<file path="config.mk">
export PLATFORM = sky130hd
export DESIGN_NAME = fp_adder_host_if_flat
export DESIGN_NICKNAME = d
export VERILOG_FILES = /design/src/rtl/fp_adder_host_if_pkg.sv /design/src/rtl/fp_adder_host_if_if.sv /design/src/rtl/fp_serial_shift.sv /design/src/rtl/fp_adder_host_if.sv /design/src/flat_wrapper.sv
export SDC_FILE = /design/constraint.sdc
export NUM_CORES = 1
export LEC_CHECK = 0
export BUFFER_PORTS_ARGS = -buffer_cell sky130_fd_sc_hd__buf_2
export CAP_MARGIN = 30
export CORE_UTILIZATION = 40
export CTS_CLUSTER_DIAMETER = 150
export DETAILED_ROUTE_END_ITERATION = 16
export HOLD_SLACK_MARGIN = 0.1
export PLACE_DENSITY = 0.63
export SLEW_MARGIN = 0
export SYNTH_ARGS = -nofsm -noshare
export SYNTH_HDL_FRONTEND = slang
export SYNTH_SLANG_ARGS = --single-unit
</file>
<file path="constraint.sdc">
create_clock -name clk_in -period 2 [get_ports clk_in]
set_clock_uncertainty 0.2 [all_clocks]
set_input_delay 0.5 -clock clk_in [delete_from_list [all_inputs] [get_ports clk_in]]
set_output_delay 0.5 -clock clk_in [all_outputs]
set_load 0.1 [all_outputs]
</file>
<file path="src/rtl/fp_adder_host_if_pkg.sv">
// fp_adder_host_if shared definitions.
// Defaults and FSM encoding for the FP_Adder host initiator.
package fp_adder_host_if_pkg;

  localparam int WIDTH_DEF   = 16;
  localparam int SETUP_W_DEF = 8;
  localparam int TIMEOUT_DEF = 64;

  typedef enum logic [2:0] {
    ST_IDLE = 3'd0,
    ST_SEND = 3'd1,
    ST_WAIT = 3'd2,
    ST_GAP  = 3'd3,
    ST_RECV = 3'd4,
    ST_DONE = 3'd5
  } state_e;

endpackage

</file>
<file path="src/rtl/fp_adder_host_if_if.sv">
// FP_Adder bit-serial bus between host initiator and adder.
// Signal names are from the host's point of view.
interface fp_adder_host_if_if;

  logic adder_serial1_out;
  logic adder_serial2_out;
  logic adder_serial3_out;
  logic adder_serial4_out;
  logic adder_setup_out;
  logic adder_wr_out;
  logic adder_read_out;
  logic adder_input_rdy_in;
  logic adder_output_rdy_in;
  logic adder_serial_in;

  modport master (
    output adder_serial1_out,
    output adder_serial2_out,
    output adder_serial3_out,
    output adder_serial4_out,
    output adder_setup_out,
    output adder_wr_out,
    output adder_read_out,
    input  adder_input_rdy_in,
    input  adder_output_rdy_in,
    input  adder_serial_in
  );

  modport slave (
    input  adder_serial1_out,
    input  adder_serial2_out,
    input  adder_serial3_out,
    input  adder_serial4_out,
    input  adder_setup_out,
    input  adder_wr_out,
    input  adder_read_out,
    output adder_input_rdy_in,
    output adder_output_rdy_in,
    output adder_serial_in
  );

endinterface

</file>
<file path="src/rtl/fp_serial_shift.sv">
// Right-shifting PISO/SIPO register with parallel load.
// Serial out is the LSB flop; serial in enters at the MSB.
module fp_serial_shift #(
  parameter int W = 16
) (
  input  logic         clk,
  input  logic         rst_n,
  input  logic         load,
  input  logic         shift,
  input  logic [W-1:0] par_in,
  input  logic         ser_in,
  output logic [W-1:0] par_out,
  output logic         ser_out
);

  logic [W-1:0] sr_q;
  logic [W-1:0] sr_d;

  // load has priority over shift
  always_comb begin
    sr_d = sr_q;
    if (load) begin
      sr_d = par_in;
    end else if (shift) begin
      sr_d = {ser_in, sr_q[W-1:1]};
    end
  end

  // shift register state
  always_ff @(posedge clk or negedge rst_n) begin
    if (!rst_n) begin
      sr_q <= '0;
    end else begin
      sr_q <= sr_d;
    end
  end

  assign par_out = sr_q;
  assign ser_out = sr_q[0];

endmodule

</file>
<file path="src/rtl/fp_adder_host_if.sv">
// Host initiator for FP_Adder: parallel request in, serial burst
// out, serial result back in, parallel result out.
module fp_adder_host_if
  import fp_adder_host_if_pkg::*;
#(
  parameter int WIDTH   = WIDTH_DEF,
  parameter int SETUP_W = SETUP_W_DEF,
  parameter int TIMEOUT = TIMEOUT_DEF
) (
  input  logic               clk_in,
  input  logic               rst_n_in,
  input  logic               start_in,
  input  logic [WIDTH-1:0]   op_a_in,
  input  logic [WIDTH-1:0]   op_b_in,
  input  logic [WIDTH-1:0]   op_c_in,
  input  logic [WIDTH-1:0]   op_d_in,
  input  logic [SETUP_W-1:0] setup_in,
  output logic               busy_out,
  output logic [WIDTH-1:0]   result_out,
  output logic               result_valid_out,
  output logic               timeout_err_out,
  fp_adder_host_if_if.master adder
);

  localparam int CW = $clog2(WIDTH);
  localparam int TW = $clog2(TIMEOUT);
  localparam logic [CW-1:0] CNT_LAST = CW'(WIDTH - 1);
  localparam logic [TW-1:0] TMR_LAST = TW'(TIMEOUT - 1);

  state_e          state_q, state_d;
  logic [CW-1:0]   cnt_q, cnt_d;
  logic [TW-1:0]   tmr_q, tmr_d;
  logic            wr_q, wr_d;
  logic            rd_q, rd_d;
  logic            busy_q, busy_d;
  logic            vld_q, vld_d;
  logic            tmo_q, tmo_d;
  logic [WIDTH-1:0] res_q, res_d;

  logic load;
  logic tx_shift;
  logic rx_shift;

  logic [WIDTH-1:0]   tx_par [4];
  logic [3:0]         tx_ser;
  logic [SETUP_W-1:0] su_par;
  logic               su_ser;
  logic [WIDTH-1:0]   rx_par;
  logic               rx_ser;
  logic               unused_sig;

  fp_serial_shift #(.W(WIDTH)) u_tx_a (
    .clk(clk_in), .rst_n(rst_n_in), .load(load), .shift(tx_shift),
    .par_in(op_a_in), .ser_in(1'b0),
    .par_out(tx_par[0]), .ser_out(tx_ser[0])
  );

  fp_serial_shift #(.W(WIDTH)) u_tx_b (
    .clk(clk_in), .rst_n(rst_n_in), .load(load), .shift(tx_shift),
    .par_in(op_b_in), .ser_in(1'b0),
    .par_out(tx_par[1]), .ser_out(tx_ser[1])
  );

  fp_serial_shift #(.W(WIDTH)) u_tx_c (
    .clk(clk_in), .rst_n(rst_n_in), .load(load), .shift(tx_shift),
    .par_in(op_c_in), .ser_in(1'b0),
    .par_out(tx_par[2]), .ser_out(tx_ser[2])
  );

  fp_serial_shift #(.W(WIDTH)) u_tx_d (
    .clk(clk_in), .rst_n(rst_n_in), .load(load), .shift(tx_shift),
    .par_in(op_d_in), .ser_in(1'b0),
    .par_out(tx_par[3]), .ser_out(tx_ser[3])
  );

  fp_serial_shift #(.W(SETUP_W)) u_setup (
    .clk(clk_in), .rst_n(rst_n_in), .load(load), .shift(tx_shift),
    .par_in(setup_in), .ser_in(1'b0),
    .par_out(su_par), .ser_out(su_ser)
  );

  fp_serial_shift #(.W(WIDTH)) u_rx (
    .clk(clk_in), .rst_n(rst_n_in), .load(1'b0), .shift(rx_shift),
    .par_in('0), .ser_in(adder.adder_serial_in),
    .par_out(rx_par), .ser_out(rx_ser)
  );

  // Zeros shift in behind the data, so lanes idle low after a burst.
  assign adder.adder_serial4_out = tx_ser[0];
  assign adder.adder_serial3_out = tx_ser[1];
  assign adder.adder_serial2_out = tx_ser[2];
  assign adder.adder_serial1_out = tx_ser[3];
  assign adder.adder_setup_out   = su_ser;
  assign adder.adder_wr_out      = wr_q;
  assign adder.adder_read_out    = rd_q;

  assign busy_out         = busy_q;
  assign result_out       = res_q;
  assign result_valid_out = vld_q;
  assign timeout_err_out  = tmo_q;

  assign unused_sig = ^{tx_par[0], tx_par[1], tx_par[2], tx_par[3],
                        su_par, rx_par[0], rx_ser};

  // next-state, counters and registered strobes
  always_comb begin
    state_d  = state_q;
    cnt_d    = cnt_q;
    tmr_d    = tmr_q;
    wr_d     = wr_q;
    rd_d     = rd_q;
    busy_d   = busy_q;
    vld_d    = 1'b0;
    tmo_d    = 1'b0;
    res_d    = res_q;
    load     = 1'b0;
    tx_shift = 1'b0;
    rx_shift = 1'b0;
    unique case (state_q)
      ST_IDLE: begin
        if (start_in && adder.adder_input_rdy_in) begin
          load    = 1'b1;
          cnt_d   = '0;
          wr_d    = 1'b1;
          busy_d  = 1'b1;
          state_d = ST_SEND;
        end
      end
      ST_SEND: begin
        tx_shift = 1'b1;
        if (cnt_q == CNT_LAST) begin
          wr_d    = 1'b0;
          tmr_d   = '0;
          state_d = ST_WAIT;
        end else begin
          cnt_d = cnt_q + CW'(1);
        end
      end
      ST_WAIT: begin
        if (adder.adder_output_rdy_in) begin
          rd_d    = 1'b1;
          state_d = ST_GAP;
        end else if (tmr_q == TMR_LAST) begin
          tmo_d   = 1'b1;
          busy_d  = 1'b0;
          state_d = ST_IDLE;
        end else begin
          tmr_d = tmr_q + TW'(1);
        end
      end
      ST_GAP: begin
        cnt_d   = '0;
        state_d = ST_RECV;
      end
      ST_RECV: begin
        rx_shift = 1'b1;
        if (cnt_q == CNT_LAST) begin
          rd_d    = 1'b0;
          busy_d  = 1'b0;
          vld_d   = 1'b1;
          res_d   = {adder.adder_serial_in, rx_par[WIDTH-1:1]};
          state_d = ST_DONE;
        end else begin
          cnt_d = cnt_q + CW'(1);
        end
      end
      ST_DONE: begin
        state_d = ST_IDLE;
      end
      default: begin
        state_d = ST_IDLE;
      end
    endcase
  end

  // control and result registers
  always_ff @(posedge clk_in or negedge rst_n_in) begin
    if (!rst_n_in) begin
      state_q <= ST_IDLE;
      cnt_q   <= '0;
      tmr_q   <= '0;
      wr_q    <= 1'b0;
      rd_q    <= 1'b0;
      busy_q  <= 1'b0;
      vld_q   <= 1'b0;
      tmo_q   <= 1'b0;
      res_q   <= '0;
    end else begin
      state_q <= state_d;
      cnt_q   <= cnt_d;
      tmr_q   <= tmr_d;
      wr_q    <= wr_d;
      rd_q    <= rd_d;
      busy_q  <= busy_d;
      vld_q   <= vld_d;
      tmo_q   <= tmo_d;
      res_q   <= res_d;
    end
  end

endmodule

</file>
<file path="src/flat_wrapper.sv">
// flat-port wrapper written by rule: the top's interface ports become plain ports
module fp_adder_host_if_flat import fp_adder_host_if_pkg::*;
#(
  parameter int WIDTH   = WIDTH_DEF,
  parameter int SETUP_W = SETUP_W_DEF,
  parameter int TIMEOUT = TIMEOUT_DEF
)
  (clk_in, rst_n_in, start_in, op_a_in, op_b_in, op_c_in, op_d_in, setup_in, busy_out, result_out, result_valid_out, timeout_err_out, adder_adder_serial1_out, adder_adder_serial2_out, adder_adder_serial3_out, adder_adder_serial4_out, adder_adder_setup_out, adder_adder_wr_out, adder_adder_read_out, adder_adder_input_rdy_in, adder_adder_output_rdy_in, adder_adder_serial_in);
  fp_adder_host_if_if adder_i ();
  input  logic clk_in;
  input  logic rst_n_in;
  input  logic start_in;
  input  logic [WIDTH-1:0] op_a_in;
  input  logic [WIDTH-1:0] op_b_in;
  input  logic [WIDTH-1:0] op_c_in;
  input  logic [WIDTH-1:0] op_d_in;
  input  logic [SETUP_W-1:0] setup_in;
  output logic busy_out;
  output logic [WIDTH-1:0] result_out;
  output logic result_valid_out;
  output logic timeout_err_out;
  output wire logic [$bits(adder_i.adder_serial1_out)-1:0] adder_adder_serial1_out;
  output wire logic [$bits(adder_i.adder_serial2_out)-1:0] adder_adder_serial2_out;
  output wire logic [$bits(adder_i.adder_serial3_out)-1:0] adder_adder_serial3_out;
  output wire logic [$bits(adder_i.adder_serial4_out)-1:0] adder_adder_serial4_out;
  output wire logic [$bits(adder_i.adder_setup_out)-1:0] adder_adder_setup_out;
  output wire logic [$bits(adder_i.adder_wr_out)-1:0] adder_adder_wr_out;
  output wire logic [$bits(adder_i.adder_read_out)-1:0] adder_adder_read_out;
  input wire logic [$bits(adder_i.adder_input_rdy_in)-1:0] adder_adder_input_rdy_in;
  input wire logic [$bits(adder_i.adder_output_rdy_in)-1:0] adder_adder_output_rdy_in;
  input wire logic [$bits(adder_i.adder_serial_in)-1:0] adder_adder_serial_in;
  assign adder_adder_serial1_out = adder_i.adder_serial1_out;
  assign adder_adder_serial2_out = adder_i.adder_serial2_out;
  assign adder_adder_serial3_out = adder_i.adder_serial3_out;
  assign adder_adder_serial4_out = adder_i.adder_serial4_out;
  assign adder_adder_setup_out = adder_i.adder_setup_out;
  assign adder_adder_wr_out = adder_i.adder_wr_out;
  assign adder_adder_read_out = adder_i.adder_read_out;
  assign adder_i.adder_input_rdy_in = adder_adder_input_rdy_in;
  assign adder_i.adder_output_rdy_in = adder_adder_output_rdy_in;
  assign adder_i.adder_serial_in = adder_adder_serial_in;
  fp_adder_host_if #(.WIDTH(WIDTH), .SETUP_W(SETUP_W), .TIMEOUT(TIMEOUT)) u_core (.clk_in(clk_in), .rst_n_in(rst_n_in), .start_in(start_in), .op_a_in(op_a_in), .op_b_in(op_b_in), .op_c_in(op_c_in), .op_d_in(op_d_in), .setup_in(setup_in), .busy_out(busy_out), .result_out(result_out), .result_valid_out(result_valid_out), .timeout_err_out(timeout_err_out), .adder(adder_i));
endmodule
</file>
Word level (Yosys, flattened, before mapping)
Cells that the tools add are included.
{"block": "word_totals", "reg_bits": 122, "input_bits": 78, "output_inout_bits": 26, "word_cells": 88}
{"block": "op_classes", "add_sub_neg": 2, "n_eq_ne": 15, "mux": 40, "n_reduce_logical": 16}
{"operator": "16-bit two-way mux", "count": 8}
{"operator": "6-bit two-way mux", "count": 3}
{"operator": "8-bit two-way mux", "count": 2}
{"operator": "3-bit two-way mux", "count": 5}
{"operator": "3-bit one-hot mux with 5 select lines", "count": 1}
{"operator": "1-bit two-way mux", "count": 14}
{"operator": "4-bit one-hot mux with 3 select lines", "count": 1}
{"operator": "6-bit one-hot mux with 2 select lines", "count": 1}
{"operator": "3-bit AND reduction", "count": 3}
{"operator": "4-bit two-way mux", "count": 2}
{"operator": "2-bit by 1-bit != test with 1-bit output, second input constant", "count": 4}
{"operator": "2-bit != test, second input constant", "count": 4}
{"operator": "4-bit AND reduction", "count": 2}
{"operator": "2-bit nonzero test", "count": 4}
{"operator": "6-bit by 1-bit adder with 6-bit output, second input constant", "count": 1}
{"operator": "3-bit by 2-bit == test with 1-bit output, second input constant", "count": 2}
{"operator": "6-bit == test, second input constant", "count": 1}
{"operator": "3-bit nonzero test", "count": 2}
{"operator": "5-bit AND reduction", "count": 1}
{"operator": "4-bit by 1-bit adder with 4-bit output, second input constant", "count": 1}
{"operator": "4-bit == test, second input constant", "count": 1}
{"operator": "1-bit one-hot mux with 2 select lines", "count": 2}
{"operator": "3-bit by 1-bit == test with 1-bit output, second input constant", "count": 1}
{"operator": "3-bit == test, second input constant", "count": 1}
{"operator": "6 further kinds", "count": 6}

Longest topological paths before layout
{"block": "logic_depth", "word_depth": 4, "depth_mapped": 7, "mapped_depth_nobuf": 5}

Hierarchy
Synthesis repeated with hierarchy kept, for this count alone.
{"block": "unflattened", "cells_unflattened": 516, "hier_area_um2": 5711.7}
{"module": "fp_serial_shift (u_core.u_rx ...)", "n_inst": 5, "cells_per_inst": 70, "area_each_um2": 752.0, "seq_area_each_um2": 400.4}
{"module": "fp_adder_host_if", "n_inst": 1, "cells_per_inst": 131, "area_each_um2": 1571.5, "seq_area_each_um2": 850.8}
{"module": "fp_serial_shift (u_core.u_setup)", "n_inst": 1, "cells_per_inst": 35, "area_each_um2": 380.4, "seq_area_each_um2": 200.2}

Worst setup path before layout
Ideal clock, no wire load.
{"block": "synth_timing", "kind": "register to register", "from": "register u_core.state_q[1]", "to": "register u_core.res_q[10], in the netlist u_core.result_out[10]", "setup_time_ns": 0.128, "arrival_time_ns": 1.656, "t_required_ns": 1.672, "path_slack_ns": 0.015, "path_stages_with_launch": 6, "path_buffers": 2, "period_less_slack_ns": 1.985, "path_cell_list": "dfrtp_1 > nor3b_4 > and2_1 > buf_2 > buf_4 > mux2_1"}
{"block": "synth_between", "elab_chain_cells": 2}
{"element": "from (decl)", "line_no": "fp_adder_host_if.sv:30", "text": "state_e state_q, state_d;"}
{"element": "from (signal assigned)", "line_no": "fp_adder_host_if.sv:189", "text": "state_q <= state_d;"}
{"element": "3-bit == test", "line_no": "fp_adder_host_if.sv:119", "text": "unique case (state_q)"}
{"element": "2-bit AND reduction (no line)"}
{"element": "to (signal assigned)", "line_no": "fp_adder_host_if.sv:197", "text": "res_q <= res_d;"}
{"element": "to (decl)", "line_no": "fp_adder_host_if.sv:38", "text": "logic [WIDTH-1:0] res_q, res_d;"}
Every way passes these cells.
A chain may end at the register's enable or synchronous reset.

Worst setup path in the final report
{"block": "layout_timing", "from": "register u_core.cnt_q[1]", "to": "register u_core.res_q[2], in the netlist u_core.result_out[2]"}
{"block": "layout_between", "elab_chain_cells": 2}
{"element": "from (decl)", "line_no": "fp_adder_host_if.sv:31", "text": "logic [CW-1:0] cnt_q, cnt_d;"}
{"element": "from (signal assigned)", "line_no": "fp_adder_host_if.sv:190", "text": "cnt_q <= cnt_d;"}
{"element": "4-bit == test", "line_no": "fp_adder_host_if.sv:157", "text": "if (cnt_q == CNT_LAST) begin"}
{"element": "2-bit AND reduction (no line)"}
Every way passes these cells.

==> run_results.csv <==
group,metric,value,unit
yosys,netlist_area,5400,um2
floorplan,core,13190,um2
worst_setup_path,critical_path_class,"reg2reg",
timing,fmax,0.5147,GHz
floorplan,initial_core_util,40.94,%
drt,vias_per_cell,4.908,
placement,gp_congestion,0.7796,
worst_setup_path,crit_path_end_kind,"register",
power_and_ir_drop,finalPower,10.12,mW
yosys,yosysSeqAreaShare,56.07,%
floorplan,die_y,118.2,um
drt,ant_nets,0,
global_routing,grtUsageTotal,17.62,%
yosys,yosys.cell_types.count,44,
yosys,ys.flop_type,"dfrtp_1",
drt,via_count,4049,
global_routing,antenna_found_initial,2,
floorplan,placementRows,42,
final_layout,nets,715,
final_layout,utilization,56.81,%
clock_network,cts_tree,"done",
yosys,synthCells,466,
min_path,hp-class,"in2reg",
timing,hold_viol_final,0,
floorplan,die_w,118.2,um
final_layout,drive_above_1_share,31.33,%
drt,drt_pass1_iterations,4,
worst_setup_path,crit_required,2.09,ns
clock_network,path_clk_slew,0.05,ns
yosys,synth_nets,546,
clock_network,clk_latency,0.41,ns
drt,wl_per_cell,14.28,um
clock_network,numCtsBuffers,17,
timing,fin_setup_tns,0,ns
timing,setup-violations-final,0,
flow_run,drv_cap,0,
final_layout,final_cell_mix,"dfrtp_1, buf_2, nand2_1",
global_routing,grt_pass1_wl,19510,um
clock_network,cts_max_level,4,
placement,io_buffers,103,
status,status,"completed",
timing,worstMarginPinSlew,0.5029,ns
global_routing,grt_pass1_vias,4140,
final_layout,syn_to_final_growth,38.76,%
worst_setup_path,cp-start-kind,"register",
global_routing,grt_max_degree,68,
yosys,synth_seq_cells,121,
timing,holdWs,0.1158,ns
power_and_ir_drop,leakage,3.342,nW
drt,drtIter0Drc,257,
yosys,synth_edf_count,0,
worst_setup_path,critPathMaxFanout,9,
floorplan,die_area,13970,um2
drt,drc,0,
power_and_ir_drop,power.density,1350,nW/um2
placement,dp_hpwl,7147,um
yosys,syn_area_per_cell,11.59,um2
worst_setup_path,rrSetupSlack,0.06,ns
yosys,async_flop_share,100.0,%
floorplan,ios,104,
clock_network,cts_max_path_buffers,2,
worst_setup_path,critPathArrivalTime,2.03,ns
power_and_ir_drop,ir_worst_vdd,0.0006224,V
timing,period_share,97.14,%
timing,period_minus_slack,1.943,ns
clock_network,root_buffer,"clkbuf_16",
yosys,yosysWarnings,0,
drt,wl,11790,um
clock_network,clock-sinks,121,
global_routing,overflow,0,
final_layout,layout_commonest_cell,"dfrtp_1",
timing,slew_headroom,66.70,%
timing,slew_violations,0,
==> critical path: stages, from the launching register on <==
cell,delay (ns)
dfrtp_1,0.37
ha_2,0.22
and3_1,0.19
buf_4,0.14
and2_2,0.20
clkbuf_16,0.18
mux2_2,0.33
==> repair_timing <==
action                                  CTS  global route
buffers inserted                          0             5
gates resized for setup                   0             5
hold buffers                             45             1
endpoints found under the setup margin    0            81
hold endpoints to repair                165             1
==> cell families (layout without fill, tap and decap cells) <==
kind of cell / after synthesis / in the layout / share of synthesized area, %
DFF: 121 / 121 / 56.07
and+or+nand+nor: 117 / 117 / 10.80
muxes: 97 / 97 / 18.72
AOI/OAI and AO/OA: 94 / 94 / 10.33
buffers and inverters: 33 / 215 / 3.290
adders and majority gates: 2 / 2 / 0.4633
xor gates and xnor gates: 2 / 2 / 0.3244
other: 0 / 1 / 0
==> synthesized netlist by cell type (3+ instances only) <==
cell      count  area [um2]
nand3_1       6       30.03
dfrtp_1     121        3028
nor2_1        5       18.77
a21oi_1       4       20.02
buf_2        16       80.08
nor3b_1       7       52.55
and3_1        3       18.77
clkbuf_1      7       26.28
mux2_1        7       78.83
inv_1         3       11.26
a221o_1       7       70.07
mux2_2       25       281.5
o21ai_1      33       165.2
o21ai_0      39       195.2
mux2i_1      65       650.6
buf_6         4       45.04
nand2_1      78       292.8
==> cell type report <==
cell class | count | area, um2
clock buffers | 20 | 456.7
multi-input cells | 312 | 2212
fillers | 1106 | 5697
flip-flops and latches | 121 | 3030
well taps | 176 | 220.2
repair buffers | 180 | 1364
diodes | 1 | 2.502
clock inverters | 12 | 196.4
inverters | 3 | 11.26
==> stage by stage <==
stage / cell area [um2] / setup WS [ns] / std cells
final: 7493 / 0.05718 / 825
after global routing: 7493 / -0.004121 / 825
after detailed placement: 6247 / 0.02493 / 738
after global placement: 6247 / 0.04010 / 738
after CTS: 7351 / 0.01597 / 815
after floorplan: 5400 / 0.01548 / 466
==> registers in the layout, summed over array words and instances (netlist names), 3 cells and up <==
| signal | flops |
|---|---|
| u_core.u_tx_b.par_out | 16 |
| u_core.result_out | 16 |
| u_core.u_tx_c.par_out | 16 |
| u_core.cnt_q | 4 |
| u_core.state_q | 3 |
| u_core.u_setup.par_out | 8 |
| u_core.u_tx_d.par_out | 16 |
| u_core.u_tx_a.par_out | 16 |
| u_core.u_rx.par_out | 15 |
| u_core.tmr_q | 6 |
==> routing by layer <==
metal	global-route usage (%)	share of wire [%]	vias up
li1	-	-	1995
met1	21.75	46	1948
met2	28.46	48	84
met3	4.585	3.6	20
met4	9.054	2.5	2
met5	0	0.093	-
==> worst paths after layout <==
kind                                              startpoint                                   end  cells after the start
min in group asynchronous                           rst_n_in     u_core.result_out[12]$_DFFE_PN0P_                      3
max                              u_core.cnt_q[1]$_DFFE_PN0P_      u_core.result_out[2]$_DFFE_PN0P_                      6
min                                               op_c_in[1]  u_core.u_tx_c.par_out[1]$_DFFE_PN0P_                      3
max reg2reg                      u_core.cnt_q[1]$_DFFE_PN0P_      u_core.result_out[2]$_DFFE_PN0P_                      6
max in group asynchronous                           rst_n_in           u_core.tmr_q[1]$_DFFE_PN0P_                      3
min reg2reg                u_core.result_out[11]$_DFFE_PN0P_     u_core.result_out[11]$_DFFE_PN0P_                      1
==> power breakdown <==
part,internal (mW),switching (mW),total (mW)
combinational,1.32,1.74,3.07
clock,2.27,1.08,3.35
sequential,3.22,0.479,3.70
Power figures use the tool's default switching activity.
